$ cat src/rtl/clkdiv_ctrl.sv
// Run-time programmable clock divider: registered divided clock and period strobe,
// with divisor updates and start/stop aligned to output period boundaries.
module clkdiv_ctrl #(
    parameter int CNT_BITS = 8,
    parameter int DIV_RST  = 2
) (
    input  logic                clk_i,
    input  logic                rst_n_i,
    input  logic                en_i,
    input  logic                cfg_valid_i,
    input  logic [CNT_BITS-1:0] cfg_div_i,
    output logic                cfg_ready_o,
    output logic                cfg_done_o,
    output logic                cfg_err_o,
    output logic                running_o,
    output logic                clk_o,
    output logic                stb_o
);

    typedef enum logic {
        ST_IDLE = 1'b0,
        ST_RUN  = 1'b1
    } state_t;

    localparam logic [CNT_BITS-1:0] DIV_INIT = CNT_BITS'(DIV_RST);
    localparam logic [CNT_BITS-1:0] CNT_ONE  = CNT_BITS'(1);
    localparam logic [CNT_BITS:0]   HALF_ONE = (CNT_BITS+1)'(1);

    state_t              state_q, state_d;
    logic [CNT_BITS-1:0] cnt_q,   cnt_d;
    logic [CNT_BITS-1:0] div_q,   div_d;
    logic [CNT_BITS-1:0] div_p_q, div_p_d;
    logic                pend_q,  pend_d;
    logic                clk_q,   clk_d;
    logic                stb_q,   stb_d;
    logic                done_q,  done_d;
    logic                err_q,   err_d;

    logic                xfer;
    logic                div_zero;
    logic                period_end;
    logic [CNT_BITS:0]   half_d;

    // Handshake: a divisor moves on any rising edge where cfg_valid_i and
    // cfg_ready_o are both 1; ready drops while a divisor is held for the
    // next boundary, so at most one divisor is ever waiting.
    assign xfer       = cfg_valid_i && !pend_q;
    assign div_zero   = (cfg_div_i == '0);
    assign period_end = (state_q == ST_RUN) && (cnt_q == (div_q - CNT_ONE));

    always_comb begin
        state_d = state_q;
        cnt_d   = cnt_q;
        div_d   = div_q;
        div_p_d = div_p_q;
        pend_d  = pend_q;
        done_d  = 1'b0;
        err_d   = 1'b0;

        case (state_q)
            ST_IDLE: begin
                cnt_d = '0;
                if (en_i) begin
                    state_d = ST_RUN;
                end
            end
            ST_RUN: begin
                if (period_end) begin
                    cnt_d = '0;
                    if (pend_q) begin
                        div_d  = div_p_q;
                        pend_d = 1'b0;
                        done_d = 1'b1;
                    end
                    if (!en_i) begin
                        state_d = ST_IDLE;
                    end
                end else begin
                    cnt_d = cnt_q + CNT_ONE;
                end
            end
            default: begin
                state_d = ST_IDLE;
                cnt_d   = '0;
            end
        endcase

        // A transfer never coincides with a boundary apply: both need opposite pend_q.
        if (xfer) begin
            if (div_zero) begin
                err_d = 1'b1;
            end else if (state_q == ST_IDLE) begin
                div_d  = cfg_div_i;
                done_d = 1'b1;
            end else begin
                div_p_d = cfg_div_i;
                pend_d  = 1'b1;
            end
        end
    end

    // Outputs are derived from the next-cycle counter and divisor so that
    // the flops present the waveform for the cycle they are entering.
    always_comb begin
        half_d = ({1'b0, div_d} + HALF_ONE) >> 1;
        clk_d  = (state_d == ST_RUN) && ({1'b0, cnt_d} < half_d);
        stb_d  = (state_d == ST_RUN) && (cnt_d == '0);
    end

    always_ff @(posedge clk_i or negedge rst_n_i) begin
        if (!rst_n_i) begin
            state_q <= ST_IDLE;
            cnt_q   <= '0;
            div_q   <= DIV_INIT;
            div_p_q <= '0;
            pend_q  <= 1'b0;
            clk_q   <= 1'b0;
            stb_q   <= 1'b0;
            done_q  <= 1'b0;
            err_q   <= 1'b0;
        end else begin
            state_q <= state_d;
            cnt_q   <= cnt_d;
            div_q   <= div_d;
            div_p_q <= div_p_d;
            pend_q  <= pend_d;
            clk_q   <= clk_d;
            stb_q   <= stb_d;
            done_q  <= done_d;
            err_q   <= err_d;
        end
    end

    assign cfg_ready_o = !pend_q;
    assign cfg_done_o  = done_q;
    assign cfg_err_o   = err_q;
    assign running_o   = (state_q == ST_RUN);
    assign clk_o       = clk_q;
    assign stb_o       = stb_q;

endmodule

$ cat config.mk
export PLATFORM = sky130hd
export DESIGN_NAME = clkdiv_ctrl
export DESIGN_NICKNAME = d
export VERILOG_FILES = /design/src/rtl/clkdiv_ctrl.sv
export SDC_FILE = /design/constraint.sdc
export NUM_CORES = 1
export LEC_CHECK = 0
export ABC_AREA = 1
export BUFFER_PORTS_ARGS = -buffer_cell sky130_fd_sc_hd__buf_2
export CAP_MARGIN = 25
export CORE_MARGIN = 5
export CORE_UTILIZATION = 45
export CTS_BUF_LIST = sky130_fd_sc_hd__clkbuf_4 sky130_fd_sc_hd__clkbuf_8 sky130_fd_sc_hd__clkbuf_16
export DETAILED_ROUTE_END_ITERATION = 16
export GPL_ROUTABILITY_DRIVEN = 0
export PLACE_DENSITY = 0.63
export SLEW_MARGIN = 20
export SYNTH_ARGS = -nofsm -noshare
export SYNTH_HDL_FRONTEND = slang
export SYNTH_SLANG_ARGS = --single-unit
$ cat constraint.sdc
create_clock -name clk_i -period 9 [get_ports clk_i]
set_clock_uncertainty 0.05 [all_clocks]
set_input_delay 0.9 -clock clk_i [delete_from_list [all_inputs] [get_ports clk_i]]
set_output_delay 0.9 -clock clk_i [all_outputs]
set_load 0.01 [all_outputs]
==> results list, run 1 <==
- Clock tree from TritonCTS: done
* Worst hold stages: 2
- Number of antenna violations at the first check in global routing: 0
- Wire length of the first global-routing pass: 9.05 mm
- Once the clock tree was built, the setup fixing pass inserted 0 buffers.
- The worst hold path terminates at div_p_q[5]$_DFFE_PN0P_.
- Fraction of layout instances using a drive strength above 1: 18.3%
* Total routing resource utilization after global routing: 18.7%
* Register-to-register path setup slack: 5510 ps
* Number of clock buffers inserted by TritonCTS: 5
* Die Span X: 79.3 um
* Maximum number of pins on one net before global-route repair: 31
* Run status: finished, final reports clean
* Worst reg2reg startpoint: div_q[1]$_DFF_PN1_
* Initial core utilization: 46.0%
* Class of the most critical hold timing path: register to register
- Clock-pin transition on the worst setup and hold timing paths: 70 ps
- Sequential fraction of the synthesis area: 34.8%
- Number of global-route vias before repair: 1956
* Num Clock Sinks: 30
- In this run the remaining antenna-violating nets after routing total 0.
- Largest fanout on the critical path: 6
- Post-cts gate resize count: 0
- No sink is reached through more buffers than the 2 on the longest clock path.
- Detailed-placement wirelength estimate: 4.11 mm
- Standard-cell row count: 25
- Root buffer cell: sky130_fd_sc_hd__clkbuf_8
- Inserted Diodes: 0
- Area growth from synthesis to final layout: 12.5%
* Distinct cell type count of the synthesized netlist: 31
- Min Clock Period, post-route: 3490 ps
- Final setup violating endpoints: 0
- The die is 79.3 um tall.
* Overall via count from detail_route: 1933
* DRC violation count after routing: 0
- The final hold violation count was 0.
- After detailed routing, the average wire length per cell comes to 14.0 um.
* Actual transition at the worst max-transition pin: 678 ps
- The critical path in this run is classified as register to register.
- I/O Buffers: 17
- Overflow left after global routing: 0
* Worst Min Path Start: div_p_q[5]$_DFFE_PN0P_
- The die covers 0.00628 mm^2.
- Core area: 0.00469 mm^2
- Net count after synthesis: 320
* R2R Path End: clk_o$_DFF_PN0_
* Setup TNS: 0 ps
* Mean number of vias per cell: 5.21
- Setup repair after global routing left no endpoint under its margin.
- At the worst endpoint, the required time is 9160 ps.
- Slew Limit Fails: 0
- Count of mapped cells out of synthesis: 298
- Total of warnings raised by yosys: 0
- Source-to-sink clock delay at the later pin of the worst-skew pair: 290 ps
- During I/O placement, the number of pins put on the boundary was 18.
* DRT Wirelength: 5.18 mm
- Arrival time reported for the critical path endpoint: 3650 ps
- The number of cells on the worst reg-to-reg path is 21.
* Kind of launch point of the worst setup path: register
- The synthesized design contains 30 register bits.
* Number of iterations in the first detailed-routing pass: 4
- Count of H-tree levels built during CTS: 2
- Headroom to the max-slew limit came out at 54.8%.
* Area of the mapped netlist: 0.00216 mm^2
- Timing would allow up to 287 MHz.
- Power density over cell area: 399 mW/mm^2
- Leakage power: 1.25 nW
- The completed layout was analyzed and its total power is 0.000969 W.
- Worst IR drop on VDD: 0.139 mV
- For this design, the CTS-stage hold fixing added 0 buffers.
* Net total in the final layout: 338
* Crit share post-route: 38.8%
- Avg Synthesized Cell Area: 7.24 um^2
- Number of violations of the max-capacitance limit: 0
- Drt initial violations: 106
- STA classifies the critical path endpoint as a register.
cell type report:
class                      instances  area [um^2]
clock inverter                     2         60.1
fill                             483         2260
timing repair buffer              17         85.1
clock buffer                       6         82.6
tap                               54         67.6
sequential                        30          752
multi-input combinational        220         1220
inverter                          42          158
cell families after synthesis:
kind of cell	after synthesis	share of synthesized area (%)
mux	1	0.522
simple gates	167	37.7
flops	30	34.8
fa+ha+maj	10	5.80
buf+inv	48	8.46
xor+xnor	15	6.09
compound gates	27	6.61
registers in the layout (all words and copies together) (netlist names):
signal	count
pend_q	1
running_o	1
div_p_q	8
stb_o	1
cfg_err_o	1
div_q	8
cfg_done_o	1
clk_o	1
cnt_q	8
per-layer routing:
metal  track usage, %  vias to the layer above  share of wire, %
li1                 -                      993                 -
met1             24.3                      897                48
met2             30.5                       35                46
met3             3.29                        8               4.1
met4             7.73                        0               2.2
met5                0                        -                 0
layout by cell type (no fill, tap or decap), drive strengths merged:
cell	n
xor2	8
mux2	1
a21oi	12
dfstp	1
buf	17
o21bai	1
o21ai	12
dfrtp	29
nor2	32
nand4	12
nand3b	1
nor4	1
clkbuf	6
inv	42
xnor2	7
ha	10
nand3	26
bufinv	2
nand2	86
o211ai	2
nor3	9
report_power, final:
part	internal, W	switching [W]	leakage [nW]	total [W]
combinational	0.000197	0.000337	0.811	0.000535
clock	0.000118	0.0000539	0.0714	0.000172
sequential	0.000193	0.0000694	0.370	0.000262
worst max path at each step:
stage,slack [ps],to,start,cells after the start
final,5510,clk_o$_DFF_PN0_,div_q[1]$_DFF_PN1_,21
after CTS,5480,clk_o$_DFF_PN0_,div_q[1]$_DFF_PN1_,21
after global placement,5560,clk_o$_DFF_PN0_,cfg_div_i[7],17
after detailed placement,5500,clk_o$_DFF_PN0_,cfg_div_i[7],17
after floorplan,5940,clk_o$_DFF_PN0_,div_q[1]$_DFF_PN1_,18
after global routing,5030,clk_o$_DFF_PN0_,div_q[1]$_DFF_PN1_,20
synthesized netlist by cell type, drive strengths merged:
master,count,area share [%]
a21oi,12,2.8
buf,1,0.17
clkbuf,5,0.99
dfrtp,29,34
dfstp,1,1.2
ha,10,5.8
inv,42,7.3
mux2,1,0.52
nand2,86,17
nand3,26,7.1
nand3b,1,0.35
nand4,12,3.5
nor2,32,7.0
nor3,9,2.8
nor4,1,0.29
o211ai,2,0.70
o21ai,12,2.8
o21bai,1,0.35
xnor2,7,2.8
xor2,8,3.2
critical path, stage by stage, from the launching register on:
cell                      delay, ps
sky130_fd_sc_hd__dfstp_2        550
sky130_fd_sc_hd__inv_1           70
sky130_fd_sc_hd__ha_1           230
sky130_fd_sc_hd__nand2_2        110
sky130_fd_sc_hd__nand2_1         50
sky130_fd_sc_hd__nand2_1         70
sky130_fd_sc_hd__nand3_1        110
sky130_fd_sc_hd__a21oi_1        150
sky130_fd_sc_hd__nand2_1         70
sky130_fd_sc_hd__nor2_1         330
sky130_fd_sc_hd__nand4_1        130
sky130_fd_sc_hd__nand3_1        100
sky130_fd_sc_hd__nand2_1         90
sky130_fd_sc_hd__inv_1          130
sky130_fd_sc_hd__ha_1           230
sky130_fd_sc_hd__inv_1           90
sky130_fd_sc_hd__nor2_2         120
sky130_fd_sc_hd__xnor2_1        120
sky130_fd_sc_hd__ha_1           260
sky130_fd_sc_hd__a21oi_1        140
sky130_fd_sc_hd__o21ai_0         90
sky130_fd_sc_hd__a21oi_1        120
per-stage QoR:
stage / hold slack [ps] / cells / cell area, um^2 / setup slack [ps] / utilization [%]
6_report: 450 / 371 / 2430 / 5510 / 51.8
5_1_grt: 489 / 371 / 2430 / 5030 / 51.8
4_1_cts: 450 / 371 / 2430 / 5480 / 51.8
3_5_place_dp: 432 / 363 / 2290 / 5500 / 48.7
3_3_place_gp: 426 / 363 / 2290 / 5560 / 48.7
2_1_floorplan: 403 / 298 / 2160 / 5940 / -
Power figures use the tool's default switching activity.
==> run 2: changes to the inputs <==
--- a/config.mk
+++ b/config.mk
@@ -5,7 +5,7 @@
 export SDC_FILE = /design/constraint.sdc
 export NUM_CORES = 1
 export LEC_CHECK = 0
-export ABC_AREA = 1
+export ABC_AREA = 0
 export BUFFER_PORTS_ARGS = -buffer_cell sky130_fd_sc_hd__buf_2
 export CAP_MARGIN = 25
 export CORE_MARGIN = 5
==> constraint.sdc (replaced) <==
create_clock -name clk_i -period 3.25 [get_ports clk_i]
set_clock_uncertainty 0.05 [all_clocks]
set_input_delay 0.325 -clock clk_i [delete_from_list [all_inputs] [get_ports clk_i]]
set_output_delay 0.325 -clock clk_i [all_outputs]
set_load 0.01 [all_outputs]
==> run 2 against run 1 <==
Final cell count down 15%. Synthesized cell count is 33% lower. Sequential share of layout area decreased by 1.9 points. Worst setup slack worse by 5700 ps. Utilization up 8.9 points. The run now ends with negative setup slack left. Fmax increased by 0.22%. Total power decreased by 27%. Critical path depth decreased by 5. Register-to-register slack got worse by 5700 ps. Sequential cell count unchanged.
==> results list, run 2 <==
- The final reports fail on negative setup slack.
* Hold bufs inserted after CTS: 0
- Critical path's slowest cell: sky130_fd_sc_hd__dfstp_2
- In this run, synthesis produced a sequential element count of 30.
- The H-tree was split into 2 levels.
* Core area: 0.00429 mm^2
- DRC violation count after routing: 0
- The flow ran to the end, but the final reports show violations.
* Die Footprint: 0.00577 mm^2
- After synthesis, the share of flip-flops with an asynchronous set or reset is 100%.
- Number of violations of the max-capacitance limit: 0
- Largest fanout on the critical path: 4
- Counting stages on the worst path, the most repeated cell is sky130_fd_sc_hd__buf_4.
- Die Y-Extent: 75.9 um
* Critical Path Sink Type: register
* Metal-1 WL: 2.21 mm
- Entering global routing, the biggest net connects 31 pins.
* Max stage delay on crit path: 540 ps
* Power density over cell area: 271 mW/mm^2
- Inserted Diodes: 0
- Overflow left after global routing: 0
- Synth top cells by count: sky130_fd_sc_hd__dfrtp_1, sky130_fd_sc_hd__nor2_1, sky130_fd_sc_hd__nand2_1
* Setup repair after global routing missed its margin: yes
* I/O Buffers: 17
- The final layout contains 283 nets.
- Of the available clock period, the critical path in the final layout requires 107%.
- Worst IR drop on VDD: 0.314 mV
- After detailed routing, the met3 layer carries 155 um of wire.
- Count of mapped cells out of synthesis: 200
- Main flop type after synthesis: sky130_fd_sc_hd__dfrtp_1
- In this run the critical register-to-register path is launched from div_q[1]$_DFF_PN1_.
- Register-to-register path setup slack: -230 ps
- Mean number of vias per cell: 5.48
* Total design power: 0.000707 W
- Leaving out fill and tap cells, the most frequent cell in the layout is sky130_fd_sc_hd__buf_4.
* Area of the mapped netlist: 0.00196 mm^2
- Initial core utilization: 45.6%
- Number of iterations in the first detailed-routing pass: 4
- Biggest registers after layout: cnt_q x8, div_p_q x8, div_q x8
- Setup TNS: -232 ps
* Drt wl/cell: 15.3 um
- In this run the top signal layer used is met4.
* Sequential fraction of the synthesis area: 38.4%
- The HPWL after detailed placement is 3.70 mm.
* Standard-cell row count: 24
- In this run, synthesis inferred 0 flip-flops with an integrated enable.
- Biggest area contributors in the synthesized netlist: sky130_fd_sc_hd__dfrtp_1, sky130_fd_sc_hd__ha_1, sky130_fd_sc_hd__xnor2_1
- 18 I/O pins were placed.
- Clock tree synthesis inserted a total of 5 buffers.
- The via count of the first global-routing pass came to 1781.
* Required time reported for the critical path endpoint: 3370 ps
- Highest achievable clock rate: 287 MHz
- Synthesis produced a netlist with a net count of 222.
- R2R Path End: clk_o$_DFF_PN0_
- Total routing resource utilization after global routing: 17.5%
- Distinct cell type count of the synthesized netlist: 42
- Die Span X: 75.9 um
* Yosys top cell by area: sky130_fd_sc_hd__dfrtp_1
- Final setup slack of the worst path: -232 ps
- Number of cells on the worst reg-to-reg path: 16
* Arrival time reported for the critical path endpoint: 3600 ps
* Wire length of the first global-routing pass: 8.27 mm
* Most frequent cells in the layout: sky130_fd_sc_hd__buf_4, sky130_fd_sc_hd__dfrtp_1, sky130_fd_sc_hd__nor2_1, sky130_fd_sc_hd__buf_2, sky130_fd_sc_hd__nand2_1
* Remaining max-slew budget at the tightest pin: 55.2%
* Count of nets left with antenna violations after detail routing: 0
- Number of antenna violations at the first check in global routing: 0
- Actual transition at the worst max-transition pin: 672 ps
- Min Clock Period, post-route: 3480 ps
- Total of warnings raised by yosys: 0
* Source-to-sink clock delay at the later pin of the worst-skew pair: 280 ps
- In the post-synthesis netlist, the cell with the most instances is sky130_fd_sc_hd__dfrtp_1.
- The clock net in this run drives a total of 30 sinks.
- The filler cells instantiated in the layout total 383.
- Share of the synthesized area in the top cell type: 37.1%
- Timing analysis after detailed placement gives a worst setup slack of -376 ps.
* Overall via count from detail_route: 1721
- Clock tree from TritonCTS: done
- For this block, the initial DRC count from the detailed router was 131.
* Clock-pin transition on the worst setup and hold timing paths: 70 ps
- Setup violations remaining at the end of the flow were counted as 1.
* Cell-by-cell listing of the critical path: inv_2, ha_4, buf_4, o21ai_1, a32oi_1, a21o_1, a211oi_4, buf_6, mux2i_1, o21ai_2, buf_4, xor2_1, ha_1, and4_1, o211ai_1, o2111a_1
* Met2 layer wire length in the routed design: 2.34 mm
* Class of the most critical hold timing path: primary input to async pin
- Hold Fails Final Rpt: 0
* Kind of launch point of the worst setup path: register
* Path type of the worst setup path: register to register
* Maximum clock insertion buffer count: 2
- Leakage power: 1.20 nW
* Fraction of layout instances using a drive strength above 1: 39.7%
- From synthesis to final layout, the design area changed by 33.1%.
- The final max-slew violation count was 0.
- Root buffer cell: sky130_fd_sc_hd__clkbuf_8
- A synthesized cell averages 9.78 um^2.
- For this block, the routed nets add up to 4.80 mm of wire.
[run 2: cell types whose count changed in the layout (fill, tap and decap cells not counted), moves of 8 or more]
| cell | before | now |
|---|---|---|
| sky130_fd_sc_hd__nand2_1 | 75 | 16 |
| sky130_fd_sc_hd__nor2_2 | 9 | 1 |
| sky130_fd_sc_hd__o21ai_0 | 11 | 1 |
| sky130_fd_sc_hd__inv_1 | 37 | 7 |
| sky130_fd_sc_hd__buf_4 | 0 | 42 |
| sky130_fd_sc_hd__nand3_1 | 23 | 6 |
| sky130_fd_sc_hd__nand2_2 | 9 | 0 |
[run 2: what timing repair did]
| item | in CTS | in global routing |
|---|---|---|
| resized for setup | 7 | 12 |
| setup buffers | 2 | 1 |
| setup endpoints to repair | 1 | 1 |
| pin swaps | 5 | 7 |
| hold endpoints to repair | 0 | 0 |
[run 2: area by class of cell]
class                   count  area (um^2)  share of cell area, %
clock buffers               7         90.1                   3.46
well taps                  52         65.1                   2.50
clock inverters             1         5.00                  0.192
flip-flops and latches     30          756                   29.0
repair buffers             60          412                   15.8
inverters                   8         30.0                   1.15
multi-input cells         156         1250                   47.9
[run 2: worst max-delay path by stage]
stage                                  start              end  slack [ps]  cells after the start
final                     div_q[1]$_DFF_PN1_  clk_o$_DFF_PN0_        -230                     16
after global routing      div_q[1]$_DFF_PN1_  clk_o$_DFF_PN0_        -410                     16
after CTS                 div_q[1]$_DFF_PN1_  clk_o$_DFF_PN0_        -230                     17
after detailed placement  div_q[1]$_DFF_PN1_  clk_o$_DFF_PN0_        -380                     16
after global placement    div_q[1]$_DFF_PN1_  clk_o$_DFF_PN0_        -290                     15
after floorplan           div_q[1]$_DFF_PN1_  clk_o$_DFF_PN0_        -260                     15
[run 2: report_power, final]
part / internal (W) / switching [W] / total, W
Combinational: 0.00000558 / 0.0000121 / 0.0000177
Clock: 0.000179 / 0.000137 / 0.000315
Sequential: 0.000374 / 0 / 0.000374
[run 2: cells by family (layout without fill, tap and decap cells)]
kind of cell | after synthesis | in the layout | synth area share (%)
and+or+nand+nor | 76 | 76 | 20.9
xor gates and xnor gates | 20 | 20 | 9.34
buffers and inverters | 14 | 76 | 2.75
muxes | 13 | 13 | 7.23
AOI/OAI and AO/OA | 37 | 37 | 15.0
DFF | 30 | 30 | 38.4
adders and majority gates | 10 | 10 | 6.39
[run 2: metrics by stage]
step	hold WS (ps)	std cells	util, %	instance area, um^2
2_1_floorplan	-20.6	200	-	1980
3_3_place_gp	360	303	56.1	2410
3_5_place_dp	354	303	56.1	2410
4_1_cts	57.0	313	59.2	2540
5_1_grt	86.0	314	60.6	2600
6_report	26.1	314	60.6	2600
[run 2: layer usage]
metal | global-route usage, % | vias up
li1 | - | 852
met1 | 22.8 | 834
met2 | 28.3 | 26
met3 | 3.79 | 9
met4 | 6.76 | 0
met5 | 0 | -
[run 2: critical path: cells and delay by family (launching register included)]
kind / cells / cell delay, ps
flops: 1 / 540
fa+ha+maj: 2 / 450
xor+xnor: 1 / 160
compound gates: 7 / 1240
mux: 1 / 220
buf+inv: 4 / 500
simple gates: 1 / 210
==> run 3: changes to the inputs <==
--- a/config.mk
+++ b/config.mk
@@ -10,10 +10,10 @@
 export CAP_MARGIN = 25
 export CORE_MARGIN = 5
 export CORE_UTILIZATION = 45
-export CTS_BUF_LIST = sky130_fd_sc_hd__clkbuf_4 sky130_fd_sc_hd__clkbuf_8 sky130_fd_sc_hd__clkbuf_16
 export DETAILED_ROUTE_END_ITERATION = 16
 export GPL_ROUTABILITY_DRIVEN = 0
 export PLACE_DENSITY = 0.63
+export RECOVER_POWER = 50
 export SLEW_MARGIN = 20
 export SYNTH_ARGS = -nofsm -noshare
 export SYNTH_HDL_FRONTEND = slang
==> run 3 against run 2 <==
The run ends with max-capacitance violations, max-slew violations, negative setup slack left. Final cell count is the same. Utilization shrank 0.17 points. Die area is the same. Combinational power is essentially flat. Worst hold slack gained 200 ps. Sequential cell count is the same. Largest power group unchanged. Register-to-register slack is essentially flat. Total power shrank 1.2%. Critical path type unchanged.
==> results list, run 3 (synthesized netlist as in run 2, its figures left out) <==
* DRC violation count after routing: 0
- For this design the ratio of total power to cell area is 269 mW/mm^2.
- The final reports fail on max-capacitance violations, max-slew violations, negative setup slack.
- STA classifies the critical path endpoint as a register.
- The first global-routing pass estimated 8.27 mm of wire.
* Number of global-route vias before repair: 1781
- In this run the core area contains 24 standard-cell rows.
* Area after detailed placement: 0.00241 mm^2
- Net total in the final layout: 283
- Clock tree from TritonCTS: done
- Final Cell Area: 0.00260 mm^2
- Summed over all nets, wire length on met2 after detailed routing comes to 2.37 mm.
* Die Footprint: 0.00577 mm^2
* Required time reported for the critical path endpoint: 3370 ps
- Final setup slack of the worst path: -239 ps
- Max stage delay on crit path: 540 ps
- The tree is rooted in a sky130_fd_sc_hd__clkbuf_8.
- In the finished design, the share of the clock period the worst path needs comes to 107%.
- The pre-antenna-repair detailed-routing pass consisted of 4 iterations.
- Setup TNS: -239 ps
- Count of H-tree levels built during CTS: 2
- Actual transition at the worst max-transition pin: 1670 ps
* Hold Fails Final Rpt: 0
- Min Clock Period, post-route: 3490 ps
* Highest achievable clock rate: 287 MHz
- The flow ran to the end, but the final reports show violations.
- Critical path's slowest cell: sky130_fd_sc_hd__dfstp_2
* Core area: 0.00429 mm^2
* Maximum clock insertion buffer count: 2
- The die is 75.9 um wide.
* Number of top-level pins: 18
- Dividing the detail-routed via count by the number of cells gives 5.47.
* Number of clock buffers inserted by TritonCTS: 5
- Overall via count from detail_route: 1719
- In this run the tightest slew margin relative to its limit is -11.1%.
- Most frequent cells in the layout: sky130_fd_sc_hd__buf_4, sky130_fd_sc_hd__dfrtp_1, sky130_fd_sc_hd__nor2_1
- Maximum number of pins on one net before global-route repair: 31
* Source-to-sink clock delay at the later pin of the worst-skew pair: 280 ps
* Total of fill cells in the finished design: 385
- Cell-by-cell listing of the critical path: inv_2, ha_4, buf_4, o21ai_1, a32oi_1, a21o_1, a211oi_4, buf_6, mux2i_1, o21ai_2, buf_4, xor2_1, ha_1, and4_1, o211ai_1, o2111a_1
- Metal-1 WL: 2.21 mm
- Highest metal layer with signal wires: met4
- The initial utilization of the core area, before any placement, comes to 45.6%.
- Across the run, the number of max-cap violations was 1.
- Of all nets on the critical path, the largest fanout is 4.
- Footprint of the multi-input gates: 0.00125 mm^2
- Overflow left after global routing: 0
- Clock-pin transition on the worst setup and hold timing paths: 60 ps
* Inserted Diodes: 0
- Num Clock Sinks: 30
- I/O Buffers: 17
- The routed design uses 154 um of met3 wire.
- Once detail routing completed, the nets flagged for antenna violations numbered 0.
- Across the whole layout, storage elements account for 756 um^2.
* Die Y-Extent: 75.9 um
- Path type of the worst setup path: register to register
- The first routing iteration left 118 violations.
* Fraction of layout instances using a drive strength above 1: 38.2%
- Setup Slack @ Placement: -376 ps
* Kind of launch point of the worst setup path: register
- The initial antenna violation count is 0.
- The worst hold path belongs to the class primary input to register.
- The design draws 0.000698 W.
- The library cell used most frequently in the layout, excluding fill and tap cells, is sky130_fd_sc_hd__buf_4.
- The wire-length estimate of the detail-placed layout is 3.70 mm.
* Drt wl/cell: 15.3 um
- The analysis attributes to cell leakage a power of 1.19 nW.
* Most repeated library cell on the critical path: sky130_fd_sc_hd__buf_4
- Data on the critical path arrives at its endpoint at 3610 ps.
- The final layout contains routed wiring with a total length of 4.82 mm.
- Setup violations remaining at the end of the flow were counted as 1.
- Across the VDD grid, the largest voltage drop is 0.280 mV.
- Final cell utilization of the core: 60.5%
- Slew Limit Fails: 31
- Relative to the synthesized area, the layout overhead comes to 32.7%.
- Biggest registers after layout: cnt_q x8, div_p_q x8, div_q x8
- Global routing consumed, over all layers together, 17.5% of the routing resources.
* Setup repair after global routing missed its margin: yes
[run 3: worst max-delay path: cells and delay by family (launching register included)]
kind / cells / cell delay (ps)
compound gates: 7 / 1250
xor+xnor: 1 / 160
fa+ha+maj: 2 / 450
buf+inv: 4 / 500
flops: 1 / 540
mux: 1 / 220
simple gates: 1 / 210
[run 3: per-stage QoR]
stage               cells  hold slack (ps)
CTS                   313             57.1
global route          314              239
detailed placement    303              354
finish                314              224
global placement      303              360
floorplan             200            -20.6
[run 3: worst paths after layout]
| check | start | endpoint | slack (ps) | depth (start not counted) |
|---|---|---|---|---|
| setup / recovery | div_q[1]$_DFF_PN1_ | clk_o$_DFF_PN0_ | -240 | 16 |
| hold / removal | en_i | stb_o$_DFF_PN0_ | 220 | 3 |
| setup reg to reg | div_q[1]$_DFF_PN1_ | clk_o$_DFF_PN0_ | -240 | 16 |
| hold reg to reg | pend_q$_DFF_PN0_ | cfg_err_o$_DFF_PN0_ | 430 | 1 |
| max in group asynchronous | rst_n_i | div_q[4]$_DFF_PN0_ | 1650 | 1 |
| min in group asynchronous | rst_n_i | running_o$_DFF_PN0_ | 410 | 1 |
[run 3: layer usage]
layer | global-route usage [%] | vias to the layer above
li1 | - | 855
met1 | 22.8 | 825
met2 | 28.3 | 30
met3 | 3.79 | 9
met4 | 6.76 | 0
met5 | 0 | -
[run 3: area by class of cell]
| type | instances | share of cell area, % |
|---|---|---|
| Timing Repair Buffer | 60 | 15.7 |
| Tap cell | 52 | 2.51 |
| Multi-Input combinational cell | 156 | 48.0 |
| Clock buffer | 7 | 3.33 |
| Inverter | 8 | 1.16 |
| Sequential cell | 30 | 29.1 |
| Clock inverter | 1 | 0.193 |
[run 3: report_power, final]
group          internal [W]  switching [W]
clock network      0.000171       0.000137
logic            0.00000518      0.0000124
registers          0.000374              0
[run 3: what timing repair did]
item / in CTS / in global routing
setup buffers: 2 / 1
hold buffers: 0 / 0
pin swaps: 5 / 6
setup endpoints to repair: 1 / 1
resized for setup: 7 / 12
endpoints found under the hold margin: 0 / 0
